## config.mk

```make
export PLATFORM = sky130hd
export DESIGN_NAME = fp_addsub_arbiter
export DESIGN_NICKNAME = d
export VERILOG_FILES = /design/src/rtl/fp_addsub_arbiter_pkg.sv /design/src/rtl/fp_addsub_arbiter_floatingptoper.sv /design/src/rtl/fp_addsub_arbiter.sv
export SDC_FILE = /design/constraint.sdc
export NUM_CORES = 1
export LEC_CHECK = 0
export CAP_MARGIN = 10
export CORE_MARGIN = 10
export CORE_UTILIZATION = 61
export DETAILED_ROUTE_END_ITERATION = 10
export PLACE_DENSITY = 0.95
export SYNTH_ARGS = -nofsm -noshare
export SYNTH_HDL_FRONTEND = slang
export SYNTH_SLANG_ARGS = --single-unit
```

## constraint.sdc

```tcl
create_clock -name i_clk -period 23.9 [get_ports i_clk]
set_clock_uncertainty 0.2 [all_clocks]
set_input_delay 2.39 -clock i_clk [delete_from_list [all_inputs] [get_ports i_clk]]
set_output_delay 2.39 -clock i_clk [all_outputs]
set_load 0.01 [all_outputs]
```

## src/rtl/fp_addsub_arbiter_pkg.sv

```systemverilog
// Shared definitions for the two-requester arbiter around the shared FP add/sub unit.
package fp_addsub_arbiter_pkg;

  localparam int MANT_W      = 11;
  localparam int EXP_W       = 5;
  localparam int REXP_W      = 6;
  localparam int ADD_LAT_MIN = 1;
  localparam int ADD_LAT_MAX = 4;
  localparam int CNT_W       = 3;
  localparam int LZC_W       = 4;

  typedef enum logic [1:0] {
    S_IDLE,
    S_ISSUE,
    S_CAPTURE,
    S_RESP
  } state_t;

  // The seven operand fields of one request, latched as a unit at grant time
  typedef struct packed {
    logic [MANT_W-1:0] mant_a;
    logic [MANT_W-1:0] mant_b;
    logic              sgn_a;
    logic              sgn_b;
    logic [EXP_W-1:0]  exp_a;
    logic [EXP_W-1:0]  exp_b;
    logic              op;
  } operand_t;

  // Leading-zero count of a mantissa; an all-zero input returns MANT_W
  function automatic logic [LZC_W-1:0] lzc(input logic [MANT_W-1:0] v);
    lzc = LZC_W'(MANT_W);
    for (int i = 0; i < MANT_W; i++) begin
      if (v[i]) lzc = LZC_W'(MANT_W - 1 - i);
    end
  endfunction

  // Out-of-range latencies are pulled back into the supported window
  function automatic int clamp_lat(input int lat);
    if (lat < ADD_LAT_MIN)      clamp_lat = ADD_LAT_MIN;
    else if (lat > ADD_LAT_MAX) clamp_lat = ADD_LAT_MAX;
    else                        clamp_lat = lat;
  endfunction

endpackage

```

## src/rtl/fp_addsub_arbiter_floatingptoper.sv

```systemverilog
// Combinational sign-magnitude floating-point add/subtract on small mantissas.
// The larger-magnitude operand sets sign and exponent; the smaller one is
// right-aligned with truncation. Cancellation is renormalised, but never below exponent 0.
module floatingptoper
  import fp_addsub_arbiter_pkg::*;
(
  input  logic [MANT_W-1:0] i_mant_a,
  input  logic [MANT_W-1:0] i_mant_b,
  input  logic              i_sgn_a,
  input  logic              i_sgn_b,
  input  logic [EXP_W-1:0]  i_exp_a,
  input  logic [EXP_W-1:0]  i_exp_b,
  input  logic              i_op,
  output logic [MANT_W-1:0] o_mant,
  output logic              o_sgn,
  output logic [REXP_W-1:0] o_exp
);

  logic              w_sgn_b_eff;
  logic              w_a_big;
  logic              w_sgn_big;
  logic [EXP_W-1:0]  w_exp_big;
  logic [EXP_W-1:0]  w_exp_diff;
  logic [MANT_W-1:0] w_mant_big;
  logic [MANT_W-1:0] w_mant_small;
  logic [MANT_W-1:0] w_mant_shift;
  logic [MANT_W:0]   w_sum;
  logic [MANT_W-1:0] w_diff;
  logic [LZC_W-1:0]  w_lz;

  // Align, add or subtract magnitudes, then normalise the result
  always_comb begin
    w_sgn_b_eff = i_sgn_b ^ i_op;
    w_a_big     = (i_exp_a > i_exp_b) || ((i_exp_a == i_exp_b) && (i_mant_a >= i_mant_b));
    if (w_a_big) begin
      w_sgn_big    = i_sgn_a;
      w_exp_big    = i_exp_a;
      w_exp_diff   = i_exp_a - i_exp_b;
      w_mant_big   = i_mant_a;
      w_mant_small = i_mant_b;
    end else begin
      w_sgn_big    = w_sgn_b_eff;
      w_exp_big    = i_exp_b;
      w_exp_diff   = i_exp_b - i_exp_a;
      w_mant_big   = i_mant_b;
      w_mant_small = i_mant_a;
    end
    w_mant_shift = w_mant_small >> w_exp_diff;
    w_sum        = {1'b0, w_mant_big} + {1'b0, w_mant_shift};
    w_diff       = w_mant_big - w_mant_shift;
    w_lz         = lzc(w_diff);
    o_mant       = '0;
    o_sgn        = 1'b0;
    o_exp        = '0;
    if (i_sgn_a == w_sgn_b_eff) begin
      o_sgn = w_sgn_big;
      if (w_sum[MANT_W]) begin
        o_mant = w_sum[MANT_W:1];
        o_exp  = {1'b0, w_exp_big} + REXP_W'(1);
      end else begin
        o_mant = w_sum[MANT_W-1:0];
        o_exp  = {1'b0, w_exp_big};
      end
    end else if (w_diff != '0) begin
      o_sgn = w_sgn_big;
      if ({1'b0, w_lz} <= w_exp_big) begin
        o_mant = w_diff << w_lz;
        o_exp  = {1'b0, w_exp_big - {1'b0, w_lz}};
      end else begin
        o_mant = w_diff << w_exp_big;
        o_exp  = '0;
      end
    end
  end

endmodule

```

## src/rtl/fp_addsub_arbiter.sv

```systemverilog
// Round-robin arbiter that shares one floatingptoper between two requesters.
// One operation is in flight at a time: grant, hold operands ADD_LAT cycles,
// capture, then hold the response until the consumer takes it.
module fp_addsub_arbiter
  import fp_addsub_arbiter_pkg::*;
#(
  parameter int ADD_LAT = 1
)
(
  input  logic              i_clk,
  input  logic              i_rst_n,
  input  logic              i_req0_valid,
  output logic              o_req0_ready,
  input  logic [MANT_W-1:0] i_req0_mant_a,
  input  logic [MANT_W-1:0] i_req0_mant_b,
  input  logic              i_req0_sgn_a,
  input  logic              i_req0_sgn_b,
  input  logic [EXP_W-1:0]  i_req0_exp_a,
  input  logic [EXP_W-1:0]  i_req0_exp_b,
  input  logic              i_req0_op,
  input  logic              i_req1_valid,
  output logic              o_req1_ready,
  input  logic [MANT_W-1:0] i_req1_mant_a,
  input  logic [MANT_W-1:0] i_req1_mant_b,
  input  logic              i_req1_sgn_a,
  input  logic              i_req1_sgn_b,
  input  logic [EXP_W-1:0]  i_req1_exp_a,
  input  logic [EXP_W-1:0]  i_req1_exp_b,
  input  logic              i_req1_op,
  output logic              o_rsp_valid,
  input  logic              i_rsp_ready,
  output logic              o_rsp_id,
  output logic [MANT_W-1:0] o_rsp_mant,
  output logic              o_rsp_sgn,
  output logic [REXP_W-1:0] o_rsp_exp,
  output logic              o_busy
);

  localparam int              LAT      = clamp_lat(ADD_LAT);
  localparam logic [CNT_W-1:0] LAT_INIT = CNT_W'(LAT);

  state_t            r_state;
  state_t            w_next;
  logic              r_last;
  logic [CNT_W-1:0]  r_cnt;
  operand_t          r_opnd;
  logic              r_id;
  logic              r_rsp_valid;
  logic              r_rsp_id;
  logic [MANT_W-1:0] r_rsp_mant;
  logic              r_rsp_sgn;
  logic [REXP_W-1:0] r_rsp_exp;
  logic              w_grant0;
  logic              w_grant1;
  logic              w_grant;
  logic              w_capture;
  operand_t          w_req0;
  operand_t          w_req1;
  logic [MANT_W-1:0] w_add_mant;
  logic              w_add_sgn;
  logic [REXP_W-1:0] w_add_exp;

  assign w_req0 = {i_req0_mant_a, i_req0_mant_b, i_req0_sgn_a, i_req0_sgn_b,
                   i_req0_exp_a, i_req0_exp_b, i_req0_op};
  assign w_req1 = {i_req1_mant_a, i_req1_mant_b, i_req1_sgn_a, i_req1_sgn_b,
                   i_req1_exp_a, i_req1_exp_b, i_req1_op};

  // The adder only ever sees the latched operands, never the live request buses
  floatingptoper u_fpu (
    .i_mant_a (r_opnd.mant_a),
    .i_mant_b (r_opnd.mant_b),
    .i_sgn_a  (r_opnd.sgn_a),
    .i_sgn_b  (r_opnd.sgn_b),
    .i_exp_a  (r_opnd.exp_a),
    .i_exp_b  (r_opnd.exp_b),
    .i_op     (r_opnd.op),
    .o_mant   (w_add_mant),
    .o_sgn    (w_add_sgn),
    .o_exp    (w_add_exp)
  );

  // State register
  always_ff @(posedge i_clk or negedge i_rst_n) begin
    if (!i_rst_n) r_state <= S_IDLE;
    else          r_state <= w_next;
  end

  // Next-state logic; ISSUE ends when the down-counter reaches its last cycle
  always_comb begin
    w_next = r_state;
    case (r_state)
      S_IDLE:    if (w_grant) w_next = S_ISSUE;
      S_ISSUE:   if (r_cnt <= CNT_W'(1)) w_next = S_CAPTURE;
      S_CAPTURE: w_next = S_RESP;
      S_RESP:    if (i_rsp_ready) w_next = S_IDLE;
      default:   w_next = S_IDLE;
    endcase
  end

  // Outputs and round-robin grant; grants are gated by reset so none leak out while it is held
  always_comb begin
    w_grant0 = 1'b0;
    w_grant1 = 1'b0;
    if ((r_state == S_IDLE) && i_rst_n) begin
      if (i_req0_valid && i_req1_valid) begin
        w_grant0 = r_last;
        w_grant1 = ~r_last;
      end else begin
        w_grant0 = i_req0_valid;
        w_grant1 = i_req1_valid;
      end
    end
    w_grant      = w_grant0 | w_grant1;
    w_capture    = (r_state == S_CAPTURE);
    o_req0_ready = w_grant0;
    o_req1_ready = w_grant1;
    o_busy       = (r_state != S_IDLE);
  end

  // Latch the winner's operands, update the pointer and run the issue counter
  always_ff @(posedge i_clk or negedge i_rst_n) begin
    if (!i_rst_n) begin
      r_cnt  <= '0;
      r_last <= 1'b1;
      r_opnd <= '0;
      r_id   <= 1'b0;
    end else if (w_grant) begin
      r_cnt  <= LAT_INIT;
      r_last <= w_grant1;
      r_id   <= w_grant1;
      r_opnd <= w_grant1 ? w_req1 : w_req0;
    end else if (r_state == S_ISSUE) begin
      r_cnt  <= r_cnt - CNT_W'(1);
    end
  end

  // Response registers: loaded in CAPTURE, held until the consumer accepts
  always_ff @(posedge i_clk or negedge i_rst_n) begin
    if (!i_rst_n) begin
      r_rsp_valid <= 1'b0;
      r_rsp_id    <= 1'b0;
      r_rsp_mant  <= '0;
      r_rsp_sgn   <= 1'b0;
      r_rsp_exp   <= '0;
    end else if (w_capture) begin
      r_rsp_valid <= 1'b1;
      r_rsp_id    <= r_id;
      r_rsp_mant  <= w_add_mant;
      r_rsp_sgn   <= w_add_sgn;
      r_rsp_exp   <= w_add_exp;
    end else if ((r_state == S_RESP) && i_rsp_ready) begin
      r_rsp_valid <= 1'b0;
    end
  end

  assign o_rsp_valid = r_rsp_valid;
  assign o_rsp_id    = r_rsp_id;
  assign o_rsp_mant  = r_rsp_mant;
  assign o_rsp_sgn   = r_rsp_sgn;
  assign o_rsp_exp   = r_rsp_exp;

endmodule

```

==> results.sh <==
export IMPL_fin_nets=1008
export IMPL_cp_max_fo=20
export IMPL_worstSkewPairLatency_ns=0.36
export IMPL_tritoncts="done"
export IMPL_core_sq_mm=0.0104
export IMPL_top_usage_layer="met2"
export IMPL_layout_cells_non_filler=1017
export IMPL_chipWidth_um=124
export IMPL_r2r_start="r_opnd[1]"
export IMPL_synth_edf_count=0
export IMPL_min_delay_path_depth=1
export IMPL_status="finished clean"
export IMPL_cts_root_buf="clkbuf_8"
export IMPL_syn_num_nets=932
export IMPL_vias_per_cell=6.18
export IMPL_holdWs_ns=0.285
export IMPL_crit_type="register to register"
export IMPL_maxSlewHeadroom=0.393
export IMPL_die_area_sq_mm=0.0154
export IMPL_rrSetupSlack_ns=14.66
export IMPL_yosys_warnings=0
export IMPL_area_growth_pct=19.0
export IMPL_cp_arrival_ns=9.34
export IMPL_ys_seq_area_frac=0.236
export IMPL_cts_hold_buf=0
export IMPL_rows=37
export IMPL_dp_cells=1001
export IMPL_clock_sinks=62
export IMPL_finalSetupViolCount=0
export IMPL_fin_util=0.753
export IMPL_track_usage=0.246
export IMPL_setup_tns_final_ns=0
export IMPL_grt_remaining_overflow=0
export IMPL_routedWlPerCell_um=18.3
export IMPL_worst_pin_slew_ns=0.904
export IMPL_hpwlAfterDp_um=14200
export IMPL_grt_max_degree=59
export IMPL_io_pins=98
export IMPL_syn_area_per_cell_sq_um=8.24
export IMPL_fill_cells=707
export IMPL_start_util=0.633
export IMPL_required_ns=24.00
export IMPL_met2_usage=0.420
export IMPL_grt_use_met1=0.296
export IMPL_reg2regPathDepth=32
export IMPL_die_h_um=124
export IMPL_cts_resized_gates=0
export IMPL_grt_pass1_wl_um=30800
export IMPL_crit_reg2reg_capture="o_rsp_mant[6]"
export IMPL_finalCriticalPeriod_ns=9.24
export IMPL_fmax_mhz=108
export IMPL_antenna_left=0
export IMPL_min_to="o_rsp_exp[0]"
export IMPL_firstDrtPassIters=5
export IMPL_crit_slowest_cell="nand2_1"
export IMPL_clk_pin_slew_ns=0.09
export IMPL_port_buffers=97
export IMPL_antenna_found_initial=0
export IMPL_routabilityCongestion=0.947
export IMPL_hold_path_startpoint="o_rsp_exp[0]"
export IMPL_ys_ff_latch=62
export IMPL_layout_worst_path_cycle_share=0.387
export IMPL_num_vias=6289
export IMPL_drive_above_1_share=0.0726
export IMPL_finalHoldViolCount=0
export IMPL_cts_setup_buffers=0
export IMPL_worst_path_most_repeated_cell="nor2_1"
export IMPL_drt_iter0_drc=641
export IMPL_syn_inst=800
export IMPL_drc_errors=0
export IMPL_htreeDepth=3
export IMPL_cts_buffers=9
export IMPL_cpPeakStageDelay_ns=0.68
export IMPL_wl_um=18600
export IMPL_synthFlopType="dfrtp_1"
export IMPL_antenna_cells=0
export IMPL_syn_area_sq_mm=0.00659
export IMPL_cp_end_kind="register"
export IMPL_grt_use_met3=0.0570
export IMPL_slew_viol_final=0
export IMPL_cap_viol_max_count=0
export IMPL_async_flop_share=1.00
export IMPL_synth_distinct_cells=79
export IMPL_startpoint_type="register"
export IMPL_first_global_vias=6295
export IMPL_hp_class="register to register"
export IMPL_clockBufferDepth=2
export IMPL_rsz0062_at_grt="false"
==> synth_stat cells (7+ instances only) <==
master	number	area [sq um]
nand2_1	88	330
mux2i_1	80	801
o21ai_0	69	345
dfrtp_1	61	1530
inv_1	54	203
nor2_1	53	199
ha_1	52	651
a21oi_1	49	245
clkbuf_1	26	97.6
xnor2_1	20	175
nand3_1	15	75.1
nor2b_1	13	81.3
nor3_1	13	65.1
nand2b_1	12	75.1
o21a_1	11	82.6
a21o_1	10	75.1
buf_2	10	50.1
a211oi_1	8	60.1
o211ai_1	8	60.1
o21ai_1	8	40.0
xor2_1	8	70.1
and2_1	7	43.8
==> sequential cells by signal (all words and copies together), names as in the netlist <==
| register | cells |
|---|---|
| r_opnd | 35 |
| o_rsp_mant | 11 |
| o_rsp_valid | 1 |
| o_rsp_exp | 6 |
| o_rsp_sgn | 1 |
| r_id | 1 |
| r_state | 2 |
| r_last | 1 |
| o_rsp_id | 1 |
| r_cnt | 3 |
==> area by class of cell <==
cell class	instances	area, sq um	area share
Clock buffer	9	124	0.0158
Timing Repair Buffer	107	1040	0.133
Tap cell	136	170	0.0217
Clock inverter	7	103	0.0131
Inverter	55	206	0.0263
Multi-Input combinational cell	641	4650	0.592
Sequential cell	62	1550	0.198
==> metrics by stage <==
step	instance area, sq um	setup slack, ns
5_1_grt	7840	13.94
6_report	7840	14.66
4_1_cts	7840	14.78
2_1_floorplan	6590	16.06
3_5_place_dp	7620	14.81
3_3_place_gp	7620	15.21
==> cells by family after synthesis <==
kind of cell    synth area share
buf+inv                   0.0611
simple gates               0.181
xor+xnor                  0.0372
flops                      0.236
compound gates             0.225
fa+ha+maj                  0.114
mux                        0.146
==> critical path: cells and delay by family (launching register included) <==
kind            cells  cell delay [ns]
simple gates       11             2.74
compound gates     12             2.70
fa+ha+maj           3             1.43
mux                 3             0.79
xor+xnor            2             0.78
flops               1             0.44
buf+inv             1             0.07
==> metal layers <==
metal | routed length (um) | part of all wire | vias to the layer above
li1 | - | - | 3001
met1 | 7570 | 0.41 | 2954
met2 | 9090 | 0.49 | 285
met3 | 1320 | 0.071 | 49
met4 | 626 | 0.034 | 0
met5 | 0 | 0 | -
==> how the worst max path moves through the flow <==
stage	from	to	slack [ns]	depth (start not counted)
floorplan	r_opnd[3]	o_rsp_mant[6]	16.06	38
global placement	r_opnd[1]	o_rsp_mant[6]	15.21	32
detailed placement	r_opnd[1]	o_rsp_mant[6]	14.81	32
CTS	r_opnd[1]	o_rsp_mant[6]	14.78	32
global route	r_opnd[1]	o_rsp_mant[6]	13.94	32
finish	r_opnd[1]	o_rsp_mant[6]	14.66	32
==> placed cells by master, fill, tap and decap left out, types with 11 or more instances in the layout <==
cell type	netlist	routed
mux2i_1	80	80
nand3_1	15	15
xnor2_1	20	20
ha_1	52	52
clkdlybuf4s50_1	0	96
nand2_1	88	88
nor2_1	53	53
dfrtp_1	61	61
o21ai_0	69	69
nand2b_1	12	12
inv_1	54	54
nor2b_1	13	13
nor3_1	13	13
o21a_1	11	11
a21oi_1	49	48
Power is not shown: default switching activity piles up to over one toggle a cycle in this logic, so the estimate is an artifact.
==> RTL edit 1 (config.mk and constraints unchanged) <==
Re-encode `state_t` (4 states) as one-hot, 4 bits wide.
--- a/src/rtl/fp_addsub_arbiter_pkg.sv
+++ b/src/rtl/fp_addsub_arbiter_pkg.sv
@@ -9,11 +9,11 @@
   localparam int CNT_W       = 3;
   localparam int LZC_W       = 4;
 
-  typedef enum logic [1:0] {
-    S_IDLE,
-    S_ISSUE,
-    S_CAPTURE,
-    S_RESP
+  typedef enum logic [3:0] {
+    S_IDLE    = 4'b0001,
+    S_ISSUE   = 4'b0010,
+    S_CAPTURE = 4'b0100,
+    S_RESP    = 4'b1000
   } state_t;
 
   // The seven operand fields of one request, latched as a unit at grant time
Formal check against the unedited RTL: no difference found for any inputs over 4 cycles, from zero or initial values and one cycle with i_rst_n low; so few cycles prove little.
==> RTL edit 1 against the unedited design <==
- first-iteration DRC count down 12%
- final area up 1.7%
- maximum frequency up 0.75%
- routed wire length up 6.6%
- synthesized area up 1.4%
- setup slack better by 0.069 ns
- sequential cell count up 2
- largest cell class unchanged
Power is not shown: default switching activity piles up to over one toggle a cycle in this logic, so the estimate is an artifact.
==> RTL edit 1: results <==
group,metric,value,unit
status,status,"complete, no violations",
route,wl_met1,8280,µm
worst_setup_path,crit_fanout,17,
synth,synthTopCellsByArea,"dfrtp_1, ha_1, mux2i_1",
worst_setup_path,rrSetupSlack,14.73,ns
grt,grt_pass1_wl,32300,µm
synth,yosysSeqAreaShare,0.240,
worst_setup_path,arrival,9.22,ns
route,drt_iter0_drc,562,
sta,hold_ws,0.276,ns
route,num_vias,6640,
route,wl_per_cell,18.8,µm
worst_setup_path,worstRegToRegCells,30,
worst_setup_path,crit_path_top_delay_cell,"xnor2_1",
place,gp_congestion,0.989,
synth,ys_types,101,
sta,slew-limit-headroom,0.169,
place,hpwl,14800,µm
worst_setup_path,reg2reg_to,"o_rsp_mant[10]",
worst_hold_path,holdPathEnd,"r_state[2]",
synth,yosys-top-cells-count,"nand2_1, nor2_1, dfrtp_1",
grt,grtUsageMet1,0.290,
route,met3WireLength,1670,µm
grt,grtUsageTotal,0.244,
synth,synthCells,831,
final_layout,nets,1035,
synth,syn_nets,958,
worst_setup_path,slowest_delay,0.96,ns
place,dpl_cell_area,7720,µm²
worst_setup_path,critPathTopFamily,"compound AO/OA/AOI/OAI gates",
route,wl_met2,9110,µm
worst_hold_path,min_from,"r_cnt[2]",
grt,grt_pass1_vias,6547,
grt,grt_max_degree,76,
grt,grt_use_met2,0.390,
grt,grt.met3_usage,0.0728,
route,routed_wl,19800,µm
RTL edit 1: area by class of cell:
type | count | area, µm²
multi-input combinational | 675 | 4710
fill | 736 | 2820
sequential | 64 | 1600
timing repair buffer | 107 | 1040
inverter | 51 | 191
tap | 140 | 175
clock inverter | 7 | 125
clock buffer | 9 | 124
RTL edit 1: cells by family (layout without fill, tap and decap cells):
family	count (synthesis)	count (layout)	synth area share
flops	64	64	0.240
simple gates	320	320	0.227
xor+xnor	33	33	0.0455
mux	57	57	0.0900
buf+inv	92	174	0.0571
compound gates	213	213	0.237
fa+ha+maj	52	52	0.103
RTL edit 1: how the worst max path moves through the flow:
stage / to / slack, ns / depth (start not counted)
after global routing: o_rsp_mant[10] / 14.16 / 32
after CTS: o_rsp_mant[10] / 14.79 / 30
after global placement: o_rsp_mant[9] / 15.12 / 29
after floorplan: o_rsp_mant[3] / 16.14 / 34
final: o_rsp_mant[10] / 14.73 / 30
after detailed placement: o_rsp_mant[9] / 14.89 / 30
==> RTL edit 2 (config.mk and constraints unchanged) <==
Made on the original files. Set the package constant `LZC_W` to 3 (it was 4).
--- a/src/rtl/fp_addsub_arbiter_pkg.sv
+++ b/src/rtl/fp_addsub_arbiter_pkg.sv
@@ -7,7 +7,7 @@
   localparam int ADD_LAT_MIN = 1;
   localparam int ADD_LAT_MAX = 4;
   localparam int CNT_W       = 3;
-  localparam int LZC_W       = 4;
+  localparam int LZC_W       = 3;
 
   typedef enum logic [1:0] {
     S_IDLE,
Formal check against the unedited RTL: not equivalent (a bounded check fails within 4 cycles, from zero or initial values and one cycle with i_rst_n low).
==> RTL edit 2 against the unedited design <==
- routed wire length up 3.4%
- sequential cell count unchanged
- setup slack better by 0.51 ns
- core utilization down 1.1 points
- first-iteration DRC count up 8.0%
- critical endpoint unchanged
- synthesized area down 4.3%
- synthesized cell count down 7.1%
- final area down 3.6%
- critical path type unchanged
Power is not shown: default switching activity piles up to over one toggle a cycle in this logic, so the estimate is an artifact.
==> RTL edit 2: results <==
group,metric,value,unit
route,wl_met1,7280,µm
place,hpwl,14800,µm
route,routed_wl,19200,µm
route,wl_met2,9450,µm
worst_setup_path,worstRegToRegCells,29,
route,viasPerCell,6.38,
place,gp_congestion,1.01,
route,dr.pass1.iters,6,
grt,grt_pass1_vias,6226,
final_layout,fillers,679,
final_layout,drive_gt1_frac,0.0890,
worst_setup_path,arrival,8.82,ns
route,met3WireLength,1550,µm
sta,tightest_slew,1.17,ns
final_layout,max_flop_register,"r_opnd",
worst_setup_path,crit_path_top_delay_cell,"xnor2_1",
worst_hold_path,hold_path.class,"reg2reg",
worst_hold_path,holdPathStages,2,
synth,synthFlopType,"dfrtp_1",
synth,syn_nets,876,
synth,yosysSeqAreaShare,0.246,
clock_network,clk_latency,0.37,ns
worst_setup_path,slowest_delay,0.92,ns
grt,grtUsageTotal,0.263,
synth,synthTopCellsByArea,"dfrtp_1, ha_1, mux2i_1",
worst_setup_path,crit_fanout,16,
place,port_buffers,97,
place,dpl_cell_area,7350,µm²
final_layout,nets,959,
status,status,"complete, no violations",
route,drt_iter0_drc,692,
synth,ys_types,84,
grt,grt_pass1_wl,31400,µm
synth,yosys-top-cells-count,"nand2_1, o21ai_0, dfrtp_1",
grt,grt_max_degree,71,
clock_network,h-tree-depth,3,
synth,async_reset_ff_frac,1.00,
==> RTL edit 2: cell types whose count changed after synthesis, sizes merged, moves of 6 or more <==
| cell | delta |
|---|---|
| mux2i | -21 |
| nor2 | -10 |
| o21a | -7 |
| and3 | +6 |
| buf | -6 |
| nor3 | +6 |
| o22ai | -6 |
| or3 | -6 |
==> RTL edit 2: final cells by class <==
cell class                 count  area share
inverter                      58      0.0288
clock inverter                 6     0.00977
sequential                    62       0.205
tap                          136      0.0225
multi-input combinational    590       0.580
timing repair buffer         105       0.136
clock buffer                  10      0.0182
==> RTL edit 2: stage by stage <==
step	instances	utilization	setup WS (ns)
4_1_cts	967	0.742	15.24
3_3_place_gp	951	0.721	15.70
3_5_place_dp	951	0.721	15.29
2_1_floorplan	743	-	16.75
5_1_grt	967	0.742	14.48
6_report	967	0.742	15.17
==> RTL edit 2: worst paths after layout <==
check	start	slack, ns	endpoint
hold / removal	r_id	0.29	r_id
setup reg to reg	r_opnd[1]	15.17	o_rsp_mant[6]
min in group asynchronous	i_rst_n	1.68	r_cnt[1]
max in group asynchronous	i_rst_n	20.78	r_opnd[31]
hold reg to reg	r_id	0.29	r_id
setup / recovery	r_opnd[1]	15.17	o_rsp_mant[6]
==> RTL edit 2: layer usage <==
metal	track usage	vias up
met1	0.297	2919
met4	0.145	0
met2	0.449	343
li1	-	2828
met5	0	-
met3	0.0634	82
==> RTL edit 2: cell families after synthesis <==
family                     synth area share
buffers and inverters                0.0591
xor gates and xnor gates             0.0361
AOI/OAI and AO/OA                     0.217
DFF                                   0.246
and+or+nand+nor                       0.184
adders and majority gates             0.121
muxes                                 0.136
